===== src/rtl/vid_pkg.sv =====
// Shared display-path constants, sequencer state encoding and button indices.
// Latency: n/a (declarations only).
// Backpressure: n/a.
package vid_pkg;

  localparam int unsigned H_ACTIVE_DEF = 640;
  localparam int unsigned V_ACTIVE_DEF = 480;
  localparam int unsigned ROWS_DEF     = 4;
  localparam int unsigned COLS_DEF     = 6;

  typedef enum logic [1:0] {
    IDLE   = 2'd0,
    SCAN   = 2'd1,
    PLAYER = 2'd2,
    DONE   = 2'd3
  } seq_state_t;

  localparam int BTN_UP    = 0;
  localparam int BTN_DOWN  = 1;
  localparam int BTN_LEFT  = 2;
  localparam int BTN_RIGHT = 3;

endpackage


===== src/rtl/frame_update_sequencer_if.sv =====
// Bundle between the frame sequencer and its display-side peers.
// Latency: n/a (wiring only); optional collision ports under COLLISION_EN.
// Backpressure: none, all signals are level or single-cycle.
interface frame_update_sequencer_if
  import vid_pkg::*;
#(
  parameter int unsigned ROWS = ROWS_DEF,
  parameter int unsigned COLS = COLS_DEF
);

  logic [31:0] vCount;
  logic [3:0]  btns;
  logic        pause;
  logic [31:0] player_objWidth;
  logic [31:0] player_objHeight;
  logic [31:0] hOffset [ROWS][COLS];
  logic [31:0] vOffset [ROWS][COLS];
  logic [31:0] player_hOffset;
  logic [31:0] player_vOffset;
  logic        busy;
  logic [15:0] frame_cnt;
  logic        overrun;
`ifdef COLLISION_EN
  logic [31:0] objWidth  [ROWS][COLS];
  logic [31:0] objHeight [ROWS][COLS];
  logic        hit;
  logic [4:0]  hit_idx;

  modport master (
    output vCount, btns, pause, player_objWidth, player_objHeight, objWidth, objHeight,
    input  hOffset, vOffset, player_hOffset, player_vOffset, busy, frame_cnt, overrun,
           hit, hit_idx
  );
  modport slave (
    input  vCount, btns, pause, player_objWidth, player_objHeight, objWidth, objHeight,
    output hOffset, vOffset, player_hOffset, player_vOffset, busy, frame_cnt, overrun,
           hit, hit_idx
  );
`else
  modport master (
    output vCount, btns, pause, player_objWidth, player_objHeight,
    input  hOffset, vOffset, player_hOffset, player_vOffset, busy, frame_cnt, overrun
  );
  modport slave (
    input  vCount, btns, pause, player_objWidth, player_objHeight,
    output hOffset, vOffset, player_hOffset, player_vOffset, busy, frame_cnt, overrun
  );
`endif

endinterface


===== src/rtl/frame_update_sequencer_sat_step.sv =====
// Saturating move of one player axis: decrement clamps at 0, increment clamps at span-size.
// Latency: combinational.
// Backpressure: none.
module sat_step (
  input  logic [31:0] cur,
  input  logic [31:0] step,
  input  logic [31:0] span,
  input  logic [31:0] size,
  input  logic        dec,
  input  logic        inc,
  output logic [31:0] nxt
);

  logic [31:0] limit;
  logic [31:0] sum;

  // Opposing buttons cancel; an object as large as the screen pins the limit at 0.
  always_comb begin
    limit = (size >= span) ? 32'd0 : span - size;
    sum   = cur + step;
    nxt   = cur;
    if (dec && !inc) begin
      nxt = (cur < step) ? 32'd0 : cur - step;
    end else if (inc && !dec) begin
      nxt = (sum > limit) ? limit : sum;
    end
  end

endmodule


===== src/rtl/frame_update_sequencer.sv =====
// Per-frame scroll/player update, started at vertical blank; optional COLLISION_EN adds hit/hit_idx.
// Latency: ROWS*COLS+3 clks from the blank-start pulse to busy low.
// Backpressure: none; a blank start while busy is dropped and flagged by sticky overrun.
module frame_update_sequencer
  import vid_pkg::*;
#(
  parameter int unsigned H_ACTIVE    = H_ACTIVE_DEF,
  parameter int unsigned V_ACTIVE    = V_ACTIVE_DEF,
  parameter int unsigned ROWS        = ROWS_DEF,
  parameter int unsigned COLS        = COLS_DEF,
  parameter int unsigned SCROLL_DIV  = 2,
  parameter int unsigned PLAYER_STEP = 4
) (
  input  logic clk,
  input  logic rst,
  frame_update_sequencer_if.slave bus
);

  localparam int unsigned ROW_W = (ROWS > 1) ? $clog2(ROWS) : 1;
  localparam int unsigned COL_W = (COLS > 1) ? $clog2(COLS) : 1;

  seq_state_t       state;
  seq_state_t       stateNext;
  logic             blk;
  logic             blkQ;
  logic             trig;
  logic [ROW_W-1:0] rowIdx;
  logic [COL_W-1:0] colIdx;
  logic             lastCol;
  logic             lastSlot;
  logic [3:0]       btnsQ;
  logic             pauseQ;
  logic [7:0]       divCnt;
  logic             scrollEn;
  logic [31:0]      curOff;
  logic [31:0]      stepPx;
  logic [31:0]      sumOff;
  logic [31:0]      newOff;
  logic [31:0]      playerXNext;
  logic [31:0]      playerYNext;

  assign blk      = (bus.vCount >= 32'(V_ACTIVE));
  assign trig     = blk & ~blkQ;
  assign lastCol  = (colIdx == COL_W'(COLS - 1));
  assign lastSlot = lastCol && (rowIdx == ROW_W'(ROWS - 1));
  assign scrollEn = (divCnt == 8'(SCROLL_DIV - 1)) && !pauseQ;

  // Scroll arithmetic for the slot currently addressed; wrap keeps offsets below H_ACTIVE.
  always_comb begin
    curOff = bus.hOffset[rowIdx][colIdx];
    stepPx = scrollEn ? (32'(rowIdx) + 32'd1) : 32'd0;
    sumOff = curOff + stepPx;
    newOff = (sumOff >= 32'(H_ACTIVE)) ? (sumOff - 32'(H_ACTIVE)) : sumOff;
  end

  sat_step uStepY (
    .cur  (bus.player_vOffset),
    .step (32'(PLAYER_STEP)),
    .span (32'(V_ACTIVE)),
    .size (bus.player_objHeight),
    .dec  (btnsQ[BTN_UP]),
    .inc  (btnsQ[BTN_DOWN]),
    .nxt  (playerYNext)
  );

  sat_step uStepX (
    .cur  (bus.player_hOffset),
    .step (32'(PLAYER_STEP)),
    .span (32'(H_ACTIVE)),
    .size (bus.player_objWidth),
    .dec  (btnsQ[BTN_LEFT]),
    .inc  (btnsQ[BTN_RIGHT]),
    .nxt  (playerXNext)
  );

  // State register; reset abandons any pass in flight.
  always_ff @(posedge clk) begin
    if (!rst) state <= IDLE;
    else      state <= stateNext;
  end

  // Next state: one slot per clk in SCAN, then a single player cycle and a bookkeeping cycle.
  always_comb begin
    stateNext = state;
    case (state)
      IDLE:    if (trig) stateNext = SCAN;
      SCAN:    if (lastSlot) stateNext = PLAYER;
      PLAYER:  stateNext = DONE;
      DONE:    stateNext = IDLE;
      default: stateNext = IDLE;
    endcase
  end

  // Outputs decoded from state; vertical slot offsets are reserved and tied to 0.
  always_comb begin
    bus.busy = (state != IDLE);
    for (int r = 0; r < ROWS; r++) begin
      for (int c = 0; c < COLS; c++) begin
        bus.vOffset[r][c] = 32'd0;
      end
    end
  end

  // Blank-edge history, per-pass latches, slot walk and scroll write-back.
  always_ff @(posedge clk) begin
    if (!rst) begin
      blkQ        <= 1'b0;
      btnsQ       <= 4'd0;
      pauseQ      <= 1'b0;
      rowIdx      <= '0;
      colIdx      <= '0;
      bus.overrun <= 1'b0;
      for (int r = 0; r < ROWS; r++) begin
        for (int c = 0; c < COLS; c++) begin
          bus.hOffset[r][c] <= 32'd0;
        end
      end
    end else begin
      blkQ <= blk;
      if (trig && state == IDLE) begin
        btnsQ  <= bus.btns;
        pauseQ <= bus.pause;
        rowIdx <= '0;
        colIdx <= '0;
      end
      if (trig && state != IDLE) bus.overrun <= 1'b1;
      if (state == SCAN) begin
        bus.hOffset[rowIdx][colIdx] <= newOff;
        if (lastCol) begin
          colIdx <= '0;
          rowIdx <= rowIdx + 1'b1;
        end else begin
          colIdx <= colIdx + 1'b1;
        end
      end
    end
  end

  // Player move, pass counter and scroll divider advance once per completed scan.
  always_ff @(posedge clk) begin
    if (!rst) begin
      bus.player_hOffset <= 32'd0;
      bus.player_vOffset <= 32'd0;
      bus.frame_cnt      <= 16'd0;
      divCnt             <= 8'd0;
    end else if (state == PLAYER) begin
      bus.player_hOffset <= playerXNext;
      bus.player_vOffset <= playerYNext;
      bus.frame_cnt      <= bus.frame_cnt + 16'd1;
      divCnt             <= (divCnt == 8'(SCROLL_DIV - 1)) ? 8'd0 : divCnt + 8'd1;
    end
  end

`ifdef COLLISION_EN
  logic [31:0] pxQ;
  logic [31:0] pyQ;
  logic [31:0] pwQ;
  logic [31:0] phQ;
  logic        overlap;

  // Half-open box test of the addressed slot (pre-update offset) against the latched player box.
  always_comb begin
    overlap = (curOff < pxQ + pwQ) && (pxQ < curOff + bus.objWidth[rowIdx][colIdx]) &&
              (bus.vOffset[rowIdx][colIdx] < pyQ + phQ) &&
              (pyQ < bus.vOffset[rowIdx][colIdx] + bus.objHeight[rowIdx][colIdx]);
  end

  // Player box frozen at pass start; first overlapping slot index is kept until the next pass.
  always_ff @(posedge clk) begin
    if (!rst) begin
      pxQ         <= 32'd0;
      pyQ         <= 32'd0;
      pwQ         <= 32'd0;
      phQ         <= 32'd0;
      bus.hit     <= 1'b0;
      bus.hit_idx <= 5'd0;
    end else if (trig && state == IDLE) begin
      pxQ         <= bus.player_hOffset;
      pyQ         <= bus.player_vOffset;
      pwQ         <= bus.player_objWidth;
      phQ         <= bus.player_objHeight;
      bus.hit     <= 1'b0;
      bus.hit_idx <= 5'd0;
    end else if (state == SCAN && overlap && !bus.hit) begin
      bus.hit     <= 1'b1;
      bus.hit_idx <= 5'(32'(rowIdx) * 32'(COLS) + 32'(colIdx));
    end
  end
`endif

endmodule


===== src/flat_wrapper.sv =====
// flat-port wrapper written by rule: the top's interface ports become plain ports
module frame_update_sequencer_flat import vid_pkg::*;
#(
  parameter int unsigned H_ACTIVE    = H_ACTIVE_DEF,
  parameter int unsigned V_ACTIVE    = V_ACTIVE_DEF,
  parameter int unsigned ROWS        = ROWS_DEF,
  parameter int unsigned COLS        = COLS_DEF,
  parameter int unsigned SCROLL_DIV  = 2,
  parameter int unsigned PLAYER_STEP = 4
)
  (clk, rst, bus_vCount, bus_btns, bus_pause, bus_player_objWidth, bus_player_objHeight, bus_hOffset, bus_vOffset, bus_player_hOffset, bus_player_vOffset, bus_busy, bus_frame_cnt, bus_overrun);
  frame_update_sequencer_if #(.ROWS(ROWS), .COLS(COLS)) bus_i ();
  input  logic clk;
  input  logic rst;
  input wire logic [$bits(bus_i.vCount)-1:0] bus_vCount;
  input wire logic [$bits(bus_i.btns)-1:0] bus_btns;
  input wire logic [$bits(bus_i.pause)-1:0] bus_pause;
  input wire logic [$bits(bus_i.player_objWidth)-1:0] bus_player_objWidth;
  input wire logic [$bits(bus_i.player_objHeight)-1:0] bus_player_objHeight;
  output wire logic [$bits(bus_i.hOffset)-1:0] bus_hOffset;
  output wire logic [$bits(bus_i.vOffset)-1:0] bus_vOffset;
  output wire logic [$bits(bus_i.player_hOffset)-1:0] bus_player_hOffset;
  output wire logic [$bits(bus_i.player_vOffset)-1:0] bus_player_vOffset;
  output wire logic [$bits(bus_i.busy)-1:0] bus_busy;
  output wire logic [$bits(bus_i.frame_cnt)-1:0] bus_frame_cnt;
  output wire logic [$bits(bus_i.overrun)-1:0] bus_overrun;
  assign bus_i.vCount = bus_vCount;
  assign bus_i.btns = bus_btns;
  assign bus_i.pause = bus_pause;
  assign bus_i.player_objWidth = bus_player_objWidth;
  assign bus_i.player_objHeight = bus_player_objHeight;
  assign bus_hOffset = {>>{bus_i.hOffset}};
  assign bus_vOffset = {>>{bus_i.vOffset}};
  assign bus_player_hOffset = bus_i.player_hOffset;
  assign bus_player_vOffset = bus_i.player_vOffset;
  assign bus_busy = bus_i.busy;
  assign bus_frame_cnt = bus_i.frame_cnt;
  assign bus_overrun = bus_i.overrun;
  frame_update_sequencer #(.H_ACTIVE(H_ACTIVE), .V_ACTIVE(V_ACTIVE), .ROWS(ROWS), .COLS(COLS), .SCROLL_DIV(SCROLL_DIV), .PLAYER_STEP(PLAYER_STEP)) u_core (.clk(clk), .rst(rst), .bus(bus_i));
endmodule

===== config.mk =====
export PLATFORM = sky130hd
export DESIGN_NAME = frame_update_sequencer_flat
export DESIGN_NICKNAME = d
export VERILOG_FILES = /design/src/rtl/vid_pkg.sv /design/src/rtl/frame_update_sequencer_if.sv /design/src/rtl/frame_update_sequencer_sat_step.sv /design/src/rtl/frame_update_sequencer.sv /design/src/flat_wrapper.sv
export SDC_FILE = /design/constraint.sdc
export NUM_CORES = 2
export LEC_CHECK = 0
export CAP_MARGIN = 20
export CORE_AREA = 5 5 670 672
export DETAILED_ROUTE_END_ITERATION = 8
export DIE_AREA = 0 0 675 677
export GPL_ROUTABILITY_DRIVEN = 0
export PLACE_DENSITY = 0.3
export SLEW_MARGIN = 20
export SYNTH_ARGS = -nofsm -noshare
export SYNTH_HDL_FRONTEND = slang
export SYNTH_SLANG_ARGS = --single-unit

===== constraint.sdc =====
create_clock -name clk -period 7 [get_ports clk]
set_input_delay 0.7 -clock clk [delete_from_list [all_inputs] [get_ports clk]]
set_output_delay 0.7 -clock clk [all_outputs]
set_load 0.05 [all_outputs]

# --- Yosys cells after proc, flatten, opt, wreduce, memory -nomap -nowiden ---
# Cells that the tools add are included.
word_totals:
  ff_bits: 870
  inputBits: 103
  wordCells: 128
classes:
  add_sub_neg: 13
  n_lt_le_gt_ge: 12
  eq_ne: 8
  mux: 33
  n_bitwise: 4
  n_reduce_logical: 23
op_table:
  columns: ["operator", "count"]
  rows:
  - ["768-bit bitwise mux", 1]
  - ["192-bit two-way mux", 3]
  - ["32-bit two-way mux", 15]
  - ["192-bit binary-select mux with 2-bit select", 1]
  - ["192-bit demux with 2-bit select", 1]
  - ["32-bit binary-select mux with 3-bit select", 1]
  - ["32-bit demux with 3-bit select", 1]
  - ["32-bit by 3-bit adder with 32-bit output (second input constant)", 2]
  - ["32-bit by 10-bit >= comparator with 1-bit output (second input constant)", 2]
  - ["32-bit by 9-bit >= comparator with 1-bit output (second input constant)", 2]
  - ["32-bit greater-than comparator", 2]
  - ["32-bit by 3-bit < comparator with 1-bit output (second input constant)", 2]
  - ["32-bit by 3-bit subtractor with 32-bit output (second input constant)", 2]
  - ["32-bit adder", 1]
  - ["10-bit by 32-bit subtractor with 32-bit output (first input constant)", 1]
  - ["32-bit by 10-bit subtractor with 32-bit output (second input constant)", 1]
  - ["9-bit by 32-bit subtractor with 32-bit output (first input constant)", 1]
  - ["16-bit by 1-bit adder with 16-bit output (second input constant)", 1]
  - ["1-bit logical AND", 10]
  - ["2-bit two-way mux", 5]
  - ["3-bit two-way mux", 3]
  - ["8-bit by 1-bit adder with 8-bit output (second input constant)", 1]
  - ["8-bit by 1-bit == test with 1-bit output (second input constant)", 1]
  - ["8-bit two-way mux", 1]
  - ["other kinds (20)", 32]

# --- Depth between registers and ports, before layout ---
depth:
  ltp_word: 11
  ltp_mapped: 33
  depth_no_buf: 25

# --- Modules after synthesis ---
# Synthesis repeated with hierarchy kept, for this count alone.
unflattened:
  cells_unflattened: 7572
  hier_area_um2: 60595.6
by_module_without_submodules:
  columns: ["module", "instances", "cells_per_inst", "area_per_inst_um2", "seq_area_each_um2"]
  rows:
  - ["frame_update_sequencer", 1, 5365, 45830.2, 17416.7]
  - ["sat_step at u_core.uStepX", 1, 1133, 7598.5, 0.0]
  - ["sat_step at u_core.uStepY", 1, 1074, 7166.9, 0.0]

# --- Worst setup path after synthesis ---
# Ideal clock, no wire load.
synth_timing:
  path_type: "register to register"
  start: "reg u_core.rowIdx[0]"
  end: "reg u_core.bus.hOffset[115] (netlist name)"
  setup_time_ps: 128
  t_arrival_ps: 7310
  required_ps: 6872
  setup_slack_ps: -438
  stages_incl_launch_ff: 34
  path_buffers: 14
  path_cell_list: "dfxtp_1 > buf_6 > buf_12 > buf_12 > buf_12 > buf_12 > buf_8 > buf_12 > buf_12 > buf_12 > buf_12 > clkbuf_1 > clkbuf_1 > mux4_2 > mux2i_1 > nor2_1 > a21oi_1 > inv_1 > ha_1 > a21o_1 > a21oi_1 > a221oi_2 > and4_1 > clkbuf_1 > or4_4 > a211oi_2 > o21ai_2 > nor4_4 > a31oi_4 > nand3_1 > mux2i_1 > xor2_1 > buf_6 > a21oi_1"
synth_between:
  elab_chain_cells: 11
  elab_cells_between_ends: 19
synth_rtl:
  columns: ["item", "line", "rtl"]
  rows:
  - ["start, declared", "frame_update_sequencer.sv:27", "logic [ROW_W-1:0] rowIdx;"]
  - ["start signal, assigned", "frame_update_sequencer.sv:131", "rowIdx <= rowIdx + 1'b1;"]
  - ["2-bit inverter with 3-bit output (not written as such)", "frame_update_sequencer.sv:50, frame_update_sequencer.sv:128", null]
  - ["192-bit binary-select mux with 2-bit select", "frame_update_sequencer.sv:50", "curOff = bus.hOffset[rowIdx][colIdx];"]
  - ["192-bit two-way mux (not written as such) (2 in a row)", "frame_update_sequencer.sv:50", null]
  - ["32-bit binary-select mux with 3-bit select", "frame_update_sequencer.sv:50", null]
  - ["32-bit two-way mux (not written as such) (2 in a row)", "frame_update_sequencer.sv:50", null]
  - ["32-bit adder", "frame_update_sequencer.sv:52", "sumOff = curOff + stepPx;"]
  - ["32-bit by 10-bit subtractor with 32-bit output / 32-bit by 10-bit >= comparator with 1-bit output (equally long branches)", "frame_update_sequencer.sv:53", "newOff = (sumOff >= 32'(H_ACTIVE)) ? (sumOff - 32'(H_ACTIVE)) : sumOff;"]
  - ["32-bit two-way mux", "frame_update_sequencer.sv:53", null]
  - ["768-bit bitwise mux (*)", "frame_update_sequencer.sv:128", "bus.hOffset[rowIdx][colIdx] <= newOff;"]
# Mark *: on every way between the ends. The rest lies on a longest branch, timed or not. The select of a mux whose other input is x is not followed.
# A chain may end at the register's enable or synchronous reset.

# --- Worst setup path after layout ---
layout_timing:
  start: "reg u_core.rowIdx[1]"
  end: "reg u_core.bus.hOffset[435] (netlist name)"
layout_between:
  elab_chain_cells: 11
  elab_cells_between_ends: 19
layout_rtl:
  columns: ["item", "line"]
  rows:
  - ["2-bit inverter with 3-bit output (not written as such)", "frame_update_sequencer.sv:50, frame_update_sequencer.sv:128"]
  - ["192-bit binary-select mux with 2-bit select", "frame_update_sequencer.sv:50"]
  - ["192-bit two-way mux (not written as such) (2 in a row)", "frame_update_sequencer.sv:50"]
  - ["32-bit binary-select mux with 3-bit select", "frame_update_sequencer.sv:50"]
  - ["32-bit two-way mux (not written as such) (2 in a row)", "frame_update_sequencer.sv:50"]
  - ["32-bit adder", "frame_update_sequencer.sv:52"]
  - ["32-bit by 10-bit subtractor with 32-bit output / 32-bit by 10-bit >= comparator with 1-bit output (equally long branches)", "frame_update_sequencer.sv:53"]
  - ["32-bit two-way mux", "frame_update_sequencer.sv:53"]
  - ["768-bit bitwise mux (*)", "frame_update_sequencer.sv:128"]
# Marks and branches as above.

==> metrics.md <==
| Metric | Value |
|---|---|
| Largest area contributor in the netlist | sky130_fd_sc_hd__dfxtp_1 |
| Number of distinct library cell variants in the gate-level netlist after synthesis | 107 |
| H-Tree Depth | 3 |
| Wire length of the first global-routing pass | 421 mm |
| Share of Yosys cell area claimed by the top area cell type | 36.0% |
| CTS sink count | 870 |
| Most common cell in the netlist | sky130_fd_sc_hd__dfxtp_1 |
| Vias in the first global route | 41.3k |
| Via density per instance | 3.46 |
| Placeable core region | 443,000 µm² |
| Start point of the worst hold path | rst |
| Antenna violation net count after detailed routing | 0 |
| Sequential fraction of the synthesis area | 36.0% |
| Clock skew | 0.123 ns |
| Category of the most critical setup path | reg -> reg |
| Clock network latency to the later pin of the worst-skew pair | 0.93 ns |
| Ys async rst share | 0% |
| Pin slew with the least headroom to its limit | 1.11 ns |
| Final std cell area, no fill | 66,900 µm² |
| Critical path endpoint | u_core.bus.hOffset[435]$_SDFFE_PN0P_ |
| Sum Neg Setup Slack | 0 ns |
| Count of flip-flops with a built-in enable after synthesis | 0 |
| Critical path's largest stage delay | 0.66 ns |
| Number of antenna violations at the first check in global routing | 22 |
| Overall routed net length | 330 mm |
| TritonCTS clock tree | done |
| Power per cell area | 334 nW/µm² |
| Total number of yosys warnings | 0 |
| Initial detailed-routing violation count | 3,126 |
| Post-DR wirelength/cell | 26.5 µm |
| Worst-case hold slack | 0.276 ns |
| Worst reg2reg setup slack | 0.31 ns |
| Initial Utilization | 10.9% |
| Die boundary width | 675 µm |
| Clock root buffer | sky130_fd_sc_hd__clkbuf_16 |
| Clock-pin slew on the worst setup and hold paths | 0.06 ns |
| Synthesized area per cell | 8.72 µm² |
| Fin worst setup slack | 0.307 ns |
| Global Route met1 Usage | 15.2% |
| # rows | 245 |
| Maximum frequency from static timing analysis | 149 MHz |
| Cell Count, Final, Fillers Out | 12.4k |
| Number of vias after detailed routing | 43.1k |
| Fillers | 49.9k |
| Fraction of final layout cells sized beyond drive strength 1 | 10.7% |
| Total instance count after detailed placement | 12.2k |
| Area contributors post-synth | sky130_fd_sc_hd__dfxtp_1, sky130_fd_sc_hd__buf_4, sky130_fd_sc_hd__a21oi_1 |
| Placed cell area | 62,400 µm² |
| Setup repair after global routing missed its margin | false |
| Port-buffer cells | 947 |
| Net count of the finished layout | 6,584 |
| Launching point of the worst reg2reg path | u_core.rowIdx[1]$_SDFF_PN0_ |
| Gr usage total | 13.6% |
| Number of top-level design ports | 1,721 |
| Top flip-flop cell by instance count after synthesis | sky130_fd_sc_hd__dfxtp_1 |
| HPWL reported at the end of detailed placement | 257 mm |
| Die outline height | 677 µm |
| Final setup violation count | 0 |
| GRT Residual Overflow | 0 |
| Chain of cells forming the critical path | buf_4 -> mux4_2 -> mux2i_1 -> buf_4 -> o21ai_0 -> ha_1 -> inv_1 -> fa_1 -> inv_1 -> a21o_1 -> nand4_2 -> buf_4 -> nor4_1 -> xnor2_1 -> and4_1 -> and4_1 -> a31oi_4 -> nand3_1 -> mux2i_1 -> xor2_2 -> buf_12 -> a21oi_1 |
| Remaining design rule violation count | 0 |
| Max-slew violations | 0 |
| Post-route minimum period | 6.69 ns |
| Arrival time at the worst endpoint | 7.35 ns |
| Cell count after synthesis | 5,544 |
| Commonest cells in the netlist | sky130_fd_sc_hd__dfxtp_1, sky130_fd_sc_hd__buf_4, sky130_fd_sc_hd__a21oi_1 |
| Type of element launching the critical path | flop |
| Worst path most repeated cell | sky130_fd_sc_hd__buf_4 |
| Cell with the biggest individual delay on the critical path | sky130_fd_sc_hd__dfxtp_4 |
| Placement-stage worst setup slack | 0.0323 ns |
| Cell area after technology mapping | 48,400 µm² |
| Most Used Layer, Global Route | met2 |
| Storage element area | 17,400 µm² |
| Setup crit start | u_core.rowIdx[1]$_SDFF_PN0_ |
| Final Cycle Share | 95.6% |
| Met2 GRT Util | 25.3% |
| Path category of the worst min-delay check | in -> reg |
| Status | finished clean |
| Reported leakage power | 23.1 nW |
| Post-synthesis sequential element count | 870 |
| Iteration count of the initial detailed-routing pass | 7 |
| Headroom to the max-slew limit | 26.1% |
| Critical path required time | 7.66 ns |
| Total die area | 457,000 µm² |
| Total CTS buffers | 124 |
| Maximum net fanout on the critical path | 24 |
| Number of failing hold endpoints at the final stage | 0 |
| Worst setup EP type | flop |
| Largest net degree at the start of global routing | 216 |
| Path depth of the worst reg2reg path | 22 |
| M3 GR Usage | 4.10% |
| Largest buffer count on any clock path | 4 |
| Layout Area Growth over Synthesis | 38.4% |
| Max IR drop VDD | 364 µV |
| Number of maximum-capacitance violations | 0 |
| R2r endpoint | u_core.bus.hOffset[435]$_SDFFE_PN0P_ |
| Area of combinational cells with multiple inputs | 26,100 µm² |
-- critical path: cells and delay by family, from the launching register on --
| family | cells | cell delay (ns) |
|---|---|---|
| and+or+nand+nor | 5 | 1.66 |
| buffers and inverters | 6 | 1.25 |
| AOI/OAI and AO/OA | 4 | 0.86 |
| adders and majority gates | 2 | 0.76 |
| muxes | 3 | 0.74 |
| DFF | 1 | 0.66 |
| xor gates and xnor gates | 2 | 0.46 |
-- layout by cell type (no fill, tap or decap), types with 27 or more instances in the layout --
cell and count:
sky130_fd_sc_hd__clkdlybuf4s50_1 945, sky130_fd_sc_hd__dfxtp_1 865, sky130_fd_sc_hd__conb_1 813, sky130_fd_sc_hd__a21oi_1 663, sky130_fd_sc_hd__o21ai_0 568, sky130_fd_sc_hd__nand2_1 352
sky130_fd_sc_hd__nor2_1 338, sky130_fd_sc_hd__buf_4 170, sky130_fd_sc_hd__a211oi_1 135, sky130_fd_sc_hd__nand3_1 125, sky130_fd_sc_hd__mux2i_1 124, sky130_fd_sc_hd__clkbuf_16 124
sky130_fd_sc_hd__mux4_2 112, sky130_fd_sc_hd__ha_1 87, sky130_fd_sc_hd__xnor2_1 76, sky130_fd_sc_hd__a22oi_1 58, sky130_fd_sc_hd__nor3_1 54, sky130_fd_sc_hd__xor2_1 53
sky130_fd_sc_hd__nand4_1 47, sky130_fd_sc_hd__inv_1 46, sky130_fd_sc_hd__nor4_1 39, sky130_fd_sc_hd__o22ai_1 36, sky130_fd_sc_hd__clkbuf_8 28, sky130_fd_sc_hd__and3_1 27
sky130_fd_sc_hd__nand2b_1 27
-- worst min-delay path by stage --
stage / end / slack [ns] / cells after the start
after global routing: u_core.bus.hOffset[554]$_SDFFE_PN0P_ / 0.27 / 3
final: u_core.bus.hOffset[170]$_SDFFE_PN0P_ / 0.28 / 3
after detailed placement: u_core.btnsQ[3]$_SDFFE_PN0P_ / 0.46 / 2
after CTS: u_core.bus.hOffset[170]$_SDFFE_PN0P_ / 0.21 / 3
after global placement: u_core.btnsQ[3]$_SDFFE_PN0P_ / 0.45 / 2
after floorplan: u_core.btnsQ[1]$_SDFFE_PN0P_ / 0.44 / 2
-- metrics by stage --
step                utilization, %  total power, W
global placement              14.1          0.0158
CTS                           15.1          0.0230
finish                        15.1          0.0224
floorplan                        -          0.0112
detailed placement            14.1          0.0158
global route                  15.1          0.0234
-- repair_timing --
item / CTS / global route
endpoints found under the setup margin: 4 / 123
gates cloned: 0 / 0
gates resized for setup: 1 / 2
hold buffers: 0 / 0
buffers inserted: 0 / 9
-- report_power, final --
group	switching [W]	total, W	internal [W]
sequential	0.000230	0.00534	0.00511
combinational	0.00754	0.0101	0.00254
clock	0.00275	0.00695	0.00421
total	0.0105	0.0224	0.0119
-- layer usage --
metal	wire length, µm	share of wire, %
met1	125000	38
met2	171000	52
met3	27000	8.2
met4	7190	2.2
met5	13	0.0039
-- registers in the layout, indices dropped and copies added (netlist names) --
name                       cells
u_core.bus.hOffset           768
u_core.bus.player_hOffset     32
u_core.bus.player_vOffset     32
u_core.bus.frame_cnt          16
u_core.divCnt                  8
u_core.btnsQ                   4
u_core.colIdx                  3
u_core.rowIdx                  2
u_core.state                   2
u_core.blkQ                    1
u_core.bus.overrun             1
u_core.pauseQ                  1
-- area by class of cell --
| cell class | count | area share, % |
|---|---|---|
| multi-input cells | 4206 | 39.0 |
| flip-flops and latches | 870 | 26.0 |
| well taps | 5928 | 11.1 |
| inverters | 47 | 0.275 |
| diodes | 17 | 0.0636 |
| repair buffers | 1144 | 16.9 |
| clock buffers | 166 | 5.29 |
| clock inverters | 60 | 1.32 |
-- cell families after synthesis --
logic type	synth area share, %
DFF	36.0
muxes	9.64
and+or+nand+nor	11.4
AOI/OAI and AO/OA	20.4
buffers and inverters	17.2
adders and majority gates	2.29
xor gates and xnor gates	3.02
other	0.0155
No activity file was read; power rests on OpenSTA's default activity.
